`config.mk`:
```
export PLATFORM = sky130hd
export DESIGN_NAME = mbist_seq_ctrl_flat
export DESIGN_NICKNAME = d
export VERILOG_FILES = /design/src/rtl/mbist_seq_ctrl_if.sv /design/src/rtl/mbist_seq_ctrl.sv /design/src/flat_wrapper.sv
export SDC_FILE = /design/constraint.sdc
export NUM_CORES = 1
export LEC_CHECK = 0
export ABC_AREA = 1
export CORE_ASPECT_RATIO = 1.1
export CORE_MARGIN = 2
export CORE_UTILIZATION = 54
export DETAILED_ROUTE_END_ITERATION = 8
export PLACE_DENSITY_LB_ADDON = 0.1
export SLEW_MARGIN = 0
export SYNTH_ARGS = -nofsm -noshare
export SYNTH_HDL_FRONTEND = slang
export SYNTH_SLANG_ARGS = --single-unit
```
`constraint.sdc`:
```
create_clock -name clk -period 6.76 [get_ports clk]
set_clock_uncertainty 0.15 [all_clocks]
set_input_delay 1.352 -clock clk [delete_from_list [all_inputs] [get_ports clk]]
set_output_delay 1.352 -clock clk [all_outputs]
set_load 0.005 [all_outputs]
```
`src/rtl/mbist_seq_ctrl_if.sv`:
```
// Memory-under-test port bundle for the MBIST sequencer.
// master = sequencer side, slave = memory wrapper side.
interface mbist_seq_ctrl_if #(
  parameter int unsigned ADDR_W = 4,
  parameter int unsigned DATA_W = 8
);
  logic [ADDR_W-1:0] mem_addr;
  logic [DATA_W-1:0] mem_wdata;
  logic              mem_we;
  logic              mem_re;
  logic [DATA_W-1:0] mem_rdata;

  modport master (
    output mem_addr,
    output mem_wdata,
    output mem_we,
    output mem_re,
    input  mem_rdata
  );

  modport slave (
    input  mem_addr,
    input  mem_wdata,
    input  mem_we,
    input  mem_re,
    output mem_rdata
  );
endinterface

```
`src/rtl/mbist_seq_ctrl.sv`:
```
// MBIST sequencer: runs march algorithms 1..6 on a 2**ADDR_W x DATA_W SRAM and compares read data.
// Optional MBIST_FAIL_LOG_EN keeps fail_addr/fail_count registers; otherwise both ports read 0.
module mbist_seq_ctrl #(
  parameter int unsigned ADDR_W = 4,
  parameter int unsigned DATA_W = 8,
  parameter int unsigned CNT_W  = 8
) (
  input  logic              clk,
  input  logic              rst,
  input  logic              start,
  input  logic [3:0]        select,
  mbist_seq_ctrl_if.master  mem,
  output logic              busy,
  output logic              done,
  output logic              fail,
  output logic [ADDR_W-1:0] fail_addr,
  output logic [CNT_W-1:0]  fail_count
);

  localparam logic [ADDR_W-1:0] ADDR_LAST = '1;

  // Op encoding: {write, pattern}; pattern 0=zeros 1=ones 2=checker 3=inverse checker
  localparam logic [2:0] OP_R0  = 3'b000;
  localparam logic [2:0] OP_R1  = 3'b001;
  localparam logic [2:0] OP_RC  = 3'b010;
  localparam logic [2:0] OP_RNC = 3'b011;
  localparam logic [2:0] OP_W0  = 3'b100;
  localparam logic [2:0] OP_W1  = 3'b101;
  localparam logic [2:0] OP_WC  = 3'b110;
  localparam logic [2:0] OP_WNC = 3'b111;

  typedef enum logic [1:0] {
    ST_IDLE,
    ST_RUN,
    ST_DRAIN
  } state_t;

  // Number of march elements per algorithm; 0 marks an unsupported code
  function automatic logic [2:0] elem_count(input logic [2:0] code);
    case (code)
      3'd1, 3'd3, 3'd4: return 3'd2;
      3'd2:             return 3'd4;
      3'd5:             return 3'd6;
      3'd6:             return 3'd3;
      default:          return 3'd0;
    endcase
  endfunction

  function automatic logic elem_down(input logic [2:0] code, input logic [2:0] idx);
    return (code == 3'd5 && (idx == 3'd3 || idx == 3'd4)) || (code == 3'd6 && idx == 3'd2);
  endfunction

  function automatic logic elem_two(input logic [2:0] code, input logic [2:0] idx);
    return (code == 3'd5 && idx >= 3'd1 && idx <= 3'd4) || (code == 3'd6 && idx != 3'd0);
  endfunction

  function automatic logic [2:0] elem_op(input logic [2:0] code, input logic [2:0] idx,
                                         input logic ph);
    logic [2:0] op;
    op = OP_R0;
    case (code)
      3'd1: op = (idx == 3'd0) ? OP_W0 : OP_R0;
      3'd2: begin
        case (idx)
          3'd0:    op = OP_W0;
          3'd1:    op = OP_R0;
          3'd2:    op = OP_W1;
          default: op = OP_R1;
        endcase
      end
      3'd3: op = (idx == 3'd0) ? OP_WC : OP_RC;
      3'd4: op = (idx == 3'd0) ? OP_WNC : OP_RNC;
      3'd5, 3'd6: begin
        if (idx == 3'd0) begin
          op = OP_W0;
        end else if (code == 3'd5 && idx == 3'd5) begin
          op = OP_R0;
        end else begin
          // (r,w) pairs alternate polarity: odd elements r0,w1 and even elements r1,w0
          op = ph ? (idx[0] ? OP_W1 : OP_W0) : (idx[0] ? OP_R0 : OP_R1);
        end
      end
      default: op = OP_R0;
    endcase
    return op;
  endfunction

  // Checkerboard is 0101.. from the LSB, inverted on odd addresses
  function automatic logic [DATA_W-1:0] pat_data(input logic [1:0] pat, input logic a0);
    logic [DATA_W-1:0] chk;
    for (int i = 0; i < int'(DATA_W); i++) begin
      chk[i] = ((i % 2) == 0) ^ a0;
    end
    case (pat)
      2'd0:    return '0;
      2'd1:    return '1;
      2'd2:    return chk;
      default: return ~chk;
    endcase
  endfunction

  state_t            state_q, state_d;
  logic [2:0]        sel_q, sel_d;
  logic [2:0]        elem_q, elem_d, elem_inc;
  logic [ADDR_W-1:0] addr_q, addr_d, end_addr;
  logic              phase_q, phase_d;
  logic              issue;
  logic              launch;
  logic              sel_ok;
  logic [2:0]        op_nxt;
  logic              cmp_en;
  logic [DATA_W-1:0] cmp_exp;
  logic              mismatch;

  always_ff @(posedge clk or posedge rst) begin
    if (rst) begin
      state_q <= ST_IDLE;
      sel_q   <= '0;
      elem_q  <= '0;
      addr_q  <= '0;
      phase_q <= 1'b0;
    end else begin
      state_q <= state_d;
      sel_q   <= sel_d;
      elem_q  <= elem_d;
      addr_q  <= addr_d;
      phase_q <= phase_d;
    end
  end

  // Next-state and op-pointer advance; the pointer always names the op on the bus
  always_comb begin
    state_d  = state_q;
    sel_d    = sel_q;
    elem_d   = elem_q;
    addr_d   = addr_q;
    phase_d  = phase_q;
    issue    = 1'b0;
    launch   = 1'b0;
    elem_inc = elem_q + 3'd1;
    end_addr = elem_down(sel_q, elem_q) ? '0 : ADDR_LAST;
    sel_ok   = !select[3] && (elem_count(select[2:0]) != 3'd0);
    case (state_q)
      ST_IDLE: begin
        if (start && sel_ok) begin
          state_d = ST_RUN;
          sel_d   = select[2:0];
          elem_d  = 3'd0;
          addr_d  = '0;
          phase_d = 1'b0;
          issue   = 1'b1;
          launch  = 1'b1;
        end
      end
      ST_RUN: begin
        issue = 1'b1;
        if (elem_two(sel_q, elem_q) && !phase_q) begin
          phase_d = 1'b1;
        end else begin
          phase_d = 1'b0;
          if (addr_q == end_addr) begin
            if (elem_inc < elem_count(sel_q)) begin
              elem_d = elem_inc;
              addr_d = elem_down(sel_q, elem_inc) ? ADDR_LAST : '0;
            end else begin
              issue   = 1'b0;
              state_d = ST_DRAIN;
            end
          end else if (elem_down(sel_q, elem_q)) begin
            addr_d = addr_q - ADDR_W'(1);
          end else begin
            addr_d = addr_q + ADDR_W'(1);
          end
        end
      end
      ST_DRAIN: state_d = ST_IDLE;
      default:  state_d = ST_IDLE;
    endcase
    op_nxt = elem_op(sel_d, elem_d, phase_d);
  end

  assign mismatch = cmp_en && (mem.mem_rdata != cmp_exp);

  // Memory strobes, status and the one-cycle compare pipeline
  always_ff @(posedge clk or posedge rst) begin
    if (rst) begin
      mem.mem_addr  <= '0;
      mem.mem_wdata <= '0;
      mem.mem_we    <= 1'b0;
      mem.mem_re    <= 1'b0;
      busy          <= 1'b0;
      done          <= 1'b0;
      fail          <= 1'b0;
      cmp_en        <= 1'b0;
      cmp_exp       <= '0;
    end else begin
      mem.mem_we <= issue & op_nxt[2];
      mem.mem_re <= issue & ~op_nxt[2];
      if (issue) begin
        mem.mem_addr  <= addr_d;
        mem.mem_wdata <= pat_data(op_nxt[1:0], addr_d[0]);
      end
      busy    <= (state_d != ST_IDLE);
      done    <= (state_d == ST_DRAIN);
      cmp_en  <= mem.mem_re;
      cmp_exp <= mem.mem_wdata;
      if (launch) begin
        fail <= 1'b0;
      end else if (mismatch) begin
        fail <= 1'b1;
      end
    end
  end

`ifdef MBIST_FAIL_LOG_EN
  logic [ADDR_W-1:0] cmp_addr;
  logic [ADDR_W-1:0] fail_addr_q;
  logic [CNT_W-1:0]  fail_count_q;

  // First-fail address and saturating mismatch count
  always_ff @(posedge clk or posedge rst) begin
    if (rst) begin
      cmp_addr     <= '0;
      fail_addr_q  <= '0;
      fail_count_q <= '0;
    end else begin
      cmp_addr <= mem.mem_addr;
      if (launch) begin
        fail_addr_q  <= '0;
        fail_count_q <= '0;
      end else if (mismatch) begin
        if (!fail) begin
          fail_addr_q <= cmp_addr;
        end
        if (fail_count_q != '1) begin
          fail_count_q <= fail_count_q + CNT_W'(1);
        end
      end
    end
  end

  assign fail_addr  = fail_addr_q;
  assign fail_count = fail_count_q;
`else
  assign fail_addr  = '0;
  assign fail_count = '0;
`endif

endmodule

```
`src/flat_wrapper.sv`:
```
// flat-port wrapper written by rule: the top's interface ports become plain ports
module mbist_seq_ctrl_flat 
#(
  parameter int unsigned ADDR_W = 4,
  parameter int unsigned DATA_W = 8,
  parameter int unsigned CNT_W  = 8
)
  (clk, rst, start, select, busy, done, fail, fail_addr, fail_count, mem_mem_addr, mem_mem_wdata, mem_mem_we, mem_mem_re, mem_mem_rdata);
  mbist_seq_ctrl_if #(.ADDR_W(ADDR_W), .DATA_W(DATA_W)) mem_i ();
  input  logic clk;
  input  logic rst;
  input  logic start;
  input  logic [3:0] select;
  output logic busy;
  output logic done;
  output logic fail;
  output logic [ADDR_W-1:0] fail_addr;
  output logic [CNT_W-1:0] fail_count;
  output wire logic [$bits(mem_i.mem_addr)-1:0] mem_mem_addr;
  output wire logic [$bits(mem_i.mem_wdata)-1:0] mem_mem_wdata;
  output wire logic [$bits(mem_i.mem_we)-1:0] mem_mem_we;
  output wire logic [$bits(mem_i.mem_re)-1:0] mem_mem_re;
  input wire logic [$bits(mem_i.mem_rdata)-1:0] mem_mem_rdata;
  assign mem_mem_addr = mem_i.mem_addr;
  assign mem_mem_wdata = mem_i.mem_wdata;
  assign mem_mem_we = mem_i.mem_we;
  assign mem_mem_re = mem_i.mem_re;
  assign mem_i.mem_rdata = mem_mem_rdata;
  mbist_seq_ctrl #(.ADDR_W(ADDR_W), .DATA_W(DATA_W), .CNT_W(CNT_W)) u_core (.clk(clk), .rst(rst), .start(start), .select(select), .mem(mem_i), .busy(busy), .done(done), .fail(fail), .fail_addr(fail_addr), .fail_count(fail_count));
endmodule
```
==> impl_results.md <==
* Run status: complete, no violations
* Final worst slack at 3.41 ns
* RR Endpoint: u_core.mem.mem_wdata[6]$_DFFE_PP0P_
* PwrDens at 407 mW/mm²
* Relative slew slack at 0.329
* Synth Instances at 265
* Sw Share at 0.474
* Clock power share at 0.077
* VDD IR max at 0.000241 V
* Req. time, crit path at 6.84 ns
* Final Hold Viols at 0
* Combinational share of power at 0.605
* Initial Util at 0.573
* PortBufs at 31
* Multiplexer area fraction after synthesis at 0
* Aggregate routed wire length at 3.76 mm
* CTS tree: yes
* Least-Margin Pin Slew at 1.01 ns
* CTS Sinks at 27
* Final period utilization at 0.495
* Crit path launch type: input pin
* Final ANT Viol Nets at 0
* Number of synthesized register bits at 27
* Vias per cell at 4.83
* TNS Setup at 0 ns
* Largest net degree at the start of global routing at 28
* DRC at 0
* Sw power at 0.433 mW
* CTS Buf Count at 3
* Main combinational cell family by area after synthesis: simple AND/OR/NAND/NOR gates
* Worst Path Arrival at 3.43 ns
* Hold Path Class: flip-flop to flip-flop
* Initial DRC count at 86
* Post-synthesis compound-gate area fraction at 0.109
* Crit Path Class: input pin to flip-flop
* Sequential fraction of design power at 0.318
* H-tree depth at 1
* Reg2reg start: u_core.elem_q[0]$_DFF_PP0_
* Final Setup Violations at 0
* Antenna cells at 0
* Fillers at 312
* Detailed-placement wirelength estimate at 3.11 mm
* Seq/Total Area, Yosys at 0.346
* Max cap viols at 0
* Clock Pin Slew Worst Setup and Hold Paths at 0.14 ns
* Gr usage total at 0.201
* Share of layout cells above drive strength 1 at 0.110
* Vias at 1636
* Area Growth Syn to Fin at 14.7%
* Distinct cells, synth at 36
* Fraction of the mapped netlist area in adder cells at 0.0743
* WL per Instance at 11.1 µm
* Post-Synth XOR/XNOR Area at 0.0134
* Post-Synth Simple-Gate Area at 0.309
* Routability cong. at 0.863
* Crit Path Max Fanout at 9
* Critical path startpoint: select[2]
* RSZ-0062 raised after global routing: false
* FF-to-FF path depth at 20
* Avg Cell Area, Syn at 7.37 µm²
* NumNets Final at 318
* Max-slew violations at 0
* Core area at 0.00341 mm²
* Clock Latency Late Sink at 0.32 ns
* CTS Buffer Depth at 2
* TritonRoute pass-1 iters at 4
* IO Pins at 44
* Synth Cell Area at 0.00195 mm²
* Most frequent cells in the layout: nand2_1, inv_1, clkdlybuf4s50_1, dfrtp_1, nor2_1
* Row count at 22
* Lkg Pwr at 1.12 nW
* Crit path capture: u_core.mem.mem_we$_DFF_PP0_
* Int Pwr at 0.480 mW
* Die H at 67.1 µm
* Post-CTS resize count at 0
* FMAX at 299 MHz
* Grt ovf at 0
* Setup Buffers After CTS at 0
* Syn. warnings at 0
* Setup crit end kind: flip-flop
* Dpl ws at 3.05 ns
* Reg-to-reg slack, setup at 3.54 ns
* CTS root buffer: clkbuf_4
* Hold_buf cts at 0
* Tmin final at 3.35 ns
* Most common cell after layout, fill and taps aside: nand2_1
* Antenna violations before repair at 0
* Number of global-route vias before repair at 1430
* First-pass GRT wire length at 6.37 mm
* Area of the die at 0.00412 mm²
* Die Wd at 61.4 µm
[power groups by stage]
stage	Combinational, mW	Clock, mW	Sequential [mW]
after floorplan	0.406	0	0.283
after global placement	0.546	0	0.293
after detailed placement	0.555	0	0.295
after CTS	0.557	0.0726	0.291
after global routing	0.638	0.0771	0.302
final	0.553	0.0701	0.290
[critical path, stage by stage]
cell             delay (ns)
clkdlybuf4s50_1        0.51
nor2_1                 0.06
nand2_1                0.05
nand4_1                0.15
nor2_4                 0.25
nand2_1                0.10
o21ai_2                0.13
inv_1                  0.10
nor2_1                 0.14
nor2_1                 0.07
a21oi_1                0.14
nor2_1                 0.06
o21ai_1                0.16
o21ai_2                0.09
inv_2                  0.05
nor2_1                 0.03
[final cells by class]
type / count / area (µm²) / area share
clock buffer: 3 / 22.5 / 0.0100
clock inverter: 1 / 5.00 / 0.00223
inverter: 36 / 135 / 0.0603
multi-input combinational: 193 / 1030 / 0.461
sequential: 27 / 676 / 0.301
tap: 48 / 60.1 / 0.0268
timing repair buffer: 31 / 310 / 0.138
[routing by layer]
| layer | track usage | vias up | wire, µm |
|---|---|---|---|
| met4 | 0.0239 | 0 | 17 |
| met5 | 0 | - | 0 |
| met2 | 0.335 | 28 | 1840 |
| met3 | 0.0291 | 2 | 120 |
| li1 | - | 866 | - |
| met1 | 0.283 | 740 | 1780 |
[cell families (layout without fill, tap and decap cells)]
kind of cell / count (synthesis) / count (layout)
AO/OA/AOI/OAI: 33 / 33
XOR/XNOR: 3 / 3
adder cells (fa/ha/maj): 11 / 11
buffers and inverters: 56 / 71
flip-flops: 27 / 27
other: 1 / 12
AND/OR/NAND/NOR: 134 / 134
[registers in the layout, summed over array words and instances (netlist names)]
| signal | cells |
|---|---|
| u_core.fail | 1 |
| u_core.phase_q | 1 |
| u_core.mem.mem_addr | 4 |
| u_core.done | 1 |
| u_core.mem.mem_we | 1 |
| u_core.cmp_exp | 2 |
| u_core.mem.mem_wdata | 2 |
| u_core.state_q | 2 |
| u_core.elem_q | 3 |
| u_core.sel_q | 3 |
| u_core.cmp_en | 1 |
| u_core.addr_q | 4 |
| u_core.mem.mem_re | 1 |
| u_core.busy | 1 |
[synth_stat cells]
cell | instances | area, µm²
a211oi_1 | 1 | 7.51
a21oi_1 | 7 | 35.0
a21oi_2 | 1 | 8.76
a21oi_4 | 1 | 16.3
a31oi_1 | 2 | 12.5
a32oi_1 | 1 | 8.76
buf_2 | 1 | 5.00
buf_4 | 18 | 135
buf_6 | 1 | 11.3
conb_1 | 1 | 3.75
dfrtp_1 | 27 | 676
fa_1 | 1 | 20.0
ha_1 | 10 | 125
inv_1 | 32 | 120
inv_2 | 4 | 15.0
nand2_1 | 70 | 263
nand2_2 | 9 | 56.3
nand2_4 | 1 | 11.3
nand3_1 | 16 | 80.1
nand3_2 | 2 | 20.0
nand4_1 | 3 | 18.8
nand4_2 | 1 | 12.5
nor2_1 | 24 | 90.1
nor2_2 | 3 | 18.8
nor2_4 | 1 | 11.3
nor3_1 | 2 | 10.0
o21ai_0 | 10 | 50.1
o21ai_1 | 3 | 15.0
o21ai_2 | 4 | 35.0
o22ai_1 | 1 | 6.26
o2bb2ai_1 | 1 | 8.76
o32ai_1 | 1 | 8.76
or2_2 | 1 | 6.26
or3_1 | 1 | 6.26
xnor2_1 | 1 | 8.76
xor2_1 | 2 | 17.5
[per-stage QoR]
step	instance area [µm²]	power, mW	utilization	hold slack, ns	cells
2_1_floorplan	2000	0.689	-	0.226	276
6_report	2240	0.913	0.657	0.254	339
4_1_cts	2240	0.921	0.657	0.262	339
3_3_place_gp	2210	0.839	0.649	0.208	335
3_5_place_dp	2210	0.850	0.649	0.227	335
5_1_grt	2240	1.02	0.657	0.258	339
[worst min-delay path by stage]
stage	startpoint	to	slack [ns]	depth (start not counted)
after floorplan	u_core.mem.mem_re$_DFF_PP0_	u_core.cmp_en$_DFF_PP0_	0.23	0
after global placement	u_core.mem.mem_re$_DFF_PP0_	u_core.cmp_en$_DFF_PP0_	0.21	0
after detailed placement	u_core.mem.mem_re$_DFF_PP0_	u_core.cmp_en$_DFF_PP0_	0.23	0
after CTS	u_core.mem.mem_re$_DFF_PP0_	u_core.cmp_en$_DFF_PP0_	0.26	0
after global routing	u_core.mem.mem_re$_DFF_PP0_	u_core.cmp_en$_DFF_PP0_	0.26	0
final	u_core.mem.mem_re$_DFF_PP0_	u_core.cmp_en$_DFF_PP0_	0.25	0
(Power assumes the default switching activity.)
==> patch: new RTL, config.mk and constraints unchanged <==
Put one more register stage on the output `done`, with the module's reset. The value now appears one clock later. The other outputs are not delayed to match.
--- a/src/rtl/mbist_seq_ctrl.sv
+++ b/src/rtl/mbist_seq_ctrl.sv
@@ -34,6 +34,8 @@
     ST_RUN,
     ST_DRAIN
   } state_t;
+
+  logic done_s0;
 
   // Number of march elements per algorithm; 0 marks an unsupported code
   function automatic logic [2:0] elem_count(input logic [2:0] code);
@@ -189,7 +191,7 @@
       mem.mem_we    <= 1'b0;
       mem.mem_re    <= 1'b0;
       busy          <= 1'b0;
-      done          <= 1'b0;
+      done_s0       <= 1'b0;
       fail          <= 1'b0;
       cmp_en        <= 1'b0;
       cmp_exp       <= '0;
@@ -201,7 +203,7 @@
         mem.mem_wdata <= pat_data(op_nxt[1:0], addr_d[0]);
       end
       busy    <= (state_d != ST_IDLE);
-      done    <= (state_d == ST_DRAIN);
+      done_s0 <= (state_d == ST_DRAIN);
       cmp_en  <= mem.mem_re;
       cmp_exp <= mem.mem_wdata;
       if (launch) begin
@@ -246,5 +248,13 @@
   assign fail_count = '0;
 `endif
 
+  always_ff @(posedge clk or posedge rst) begin
+    if (rst) begin
+      done <= '0;
+    end else begin
+      done <= done_s0;
+    end
+  end
+
 endmodule
 
Formal check against the unedited RTL: no difference found for any inputs over 10 cycles, from zero or initial values and one cycle with rst high; that may be too few to reach the edited logic, so the function may still have changed.
==> patch against the unedited design <==
  * Power grew 6.6%
  * Count of clock-buffer cells in the layout unchanged
  * Setup slack lost 2.1 ps
  * Area after synthesis increased by 1.9%
  * Wire length shrank 0.59%
  * Highest routed layer unchanged
  * Sequential cell count grew 1
  * Utilization is 0.82 points lower
  * Global-route usage shrank 0.25 points
  * Design area increased by 4.1%
  * Largest cell class unchanged
==> patch: results (changes against the unedited design) <==
[run_status]
status = finished, final reports clean

[worst_setup_path]
reg2reg_from = u_core.elem_q[1]
slowest_stage = clkdlybuf4s50_1
critPathArrivalTime_ps = 3410  ; -20 ps
crit_path_start = select[2]
cpLargestDelayFamily = simple AND/OR/NAND/NOR gates
cp_max_fo = 9  ; unchanged
max_stage_delay_ps = 500
worstRegToRegCells = 20  ; unchanged

[power_and_ir_drop]
ir_drop_uv = 210  ; -13%
power_leakage_nw = 1.17  ; +4.1%

[clock_tree]
cts_buffer_depth = 2  ; unchanged
clk_latency_ps = 270  ; -50 ps
cts_resized = 0  ; unchanged
post_cts.repair.setup_buffers = 0  ; unchanged
h-tree-depth = 1  ; unchanged
clockRootBuffer = clkbuf_8
cts-buffers-inserted = 3  ; unchanged
clkSlewWorstSetupHoldPaths_ps = 90  ; -50 ps

[yosys]
syn_area_per_cell_um2 = 7.51  ; +1.9%
yosysSeqAreaShare_pct = 35.2  ; +0.63 points
synth_common_cells = nand2_1 (69), inv_1 (34), dfrtp_1 (28)
ys.flop_type = dfrtp_1
async_flop_share_pct = 100  ; unchanged
synth_warnings = 0  ; unchanged
synth_cell_types = 33  ; -8.3%
yosys-top-cells-area = dfrtp_1 (35%), nand2_1 (13%), buf_4 (7.2%), inv_1 (6.4%), ha_1 (6.3%)

[placement]
place_inst = 338  ; +0.90%
portBuffers = 31  ; unchanged
dp_slack_ps = 3120  ; +68.8 ps
place_hpwl_mm = 3.00  ; -3.5%
globalplace.congestion = 0.836  ; -3.1%
dpl-instance-area_um2 = 2260  ; +2.1%

[finish]
antenna-diode-count = 0  ; unchanged
drive_gt1_share_pct = 9.93  ; -1.1 points
reg_top3 = u_core.addr_q (4), u_core.mem.mem_addr (4)
num-nets-final = 319  ; +0.31%

[timing]
worst_pin_slew_ps = 1030  ; +23.0 ps

[route]
drt_iter0_drc = 80  ; -7.0%
vias = 1626  ; -0.61%
firstDrtPassIters = 4  ; unchanged
drc = 0  ; unchanged
wl_mm = 3.73  ; -0.59%
wl_per_cell_um = 10.9  ; -1.5%

[min_path]
hold_path_startpoint = u_core.done_s0
min_delay_path_depth = 0  ; unchanged
hold_path.class = flip-flop to flip-flop

[global_route]
grt_antenna_before_repair = 0  ; unchanged
grt_pass1_wl_mm = 6.33  ; -0.53%
track_usage_pct = 19.9  ; -0.25 points
grt_max_degree = 29  ; +3.6%
grt_pass1_vias = 1485  ; +3.8%

patch: path summary, 6_finish.rpt:
path / slack [ps] / to
min in group asynchronous: 1470 / u_core.done_s0
max in group asynchronous: 4370 / u_core.sel_q[0]
min: 210 / u_core.done
max reg2reg: 3590 / u_core.mem.mem_wdata[6]
min reg2reg: 210 / u_core.done
max: 3410 / u_core.mem.mem_we
patch: kinds of logic after synthesis:
logic type / after synthesis / share of synthesized area (%)
buffers and inverters: 56 / 14.1
flip-flops: 28 / 35.2
AND/OR/NAND/NOR: 131 / 30.9
AO/OA/AOI/OAI: 35 / 11.0
adder cells (fa/ha/maj): 11 / 7.29
other: 1 / 0.188
XOR/XNOR: 3 / 1.32
patch: layout make-up:
cell class | instances | area (µm²)
Multi-Input combinational cell | 192 | 1050
Fill cell | 339 | 1260
Timing Repair Buffer | 31 | 310
Inverter | 37 | 139
Tap cell | 50 | 62.6
Sequential cell | 28 | 701
Clock inverter | 1 | 30.0
Clock buffer | 3 | 41.3
patch: report_power, final:
part	total, mW	internal [mW]	switching [mW]
Sequential	0.292	0.235	0.0572
Clock	0.130	0.0792	0.0511
Combinational	0.551	0.229	0.322
patch: per-layer routing:
layer  up-vias  wire length (µm)  global-route usage, %
met5         -                 0                      0
met2        33              1810                   32.8
met1       730              1750                   27.5
met4         0                28                   4.79
met3         2               145                   2.49
li1        861                 -                      -
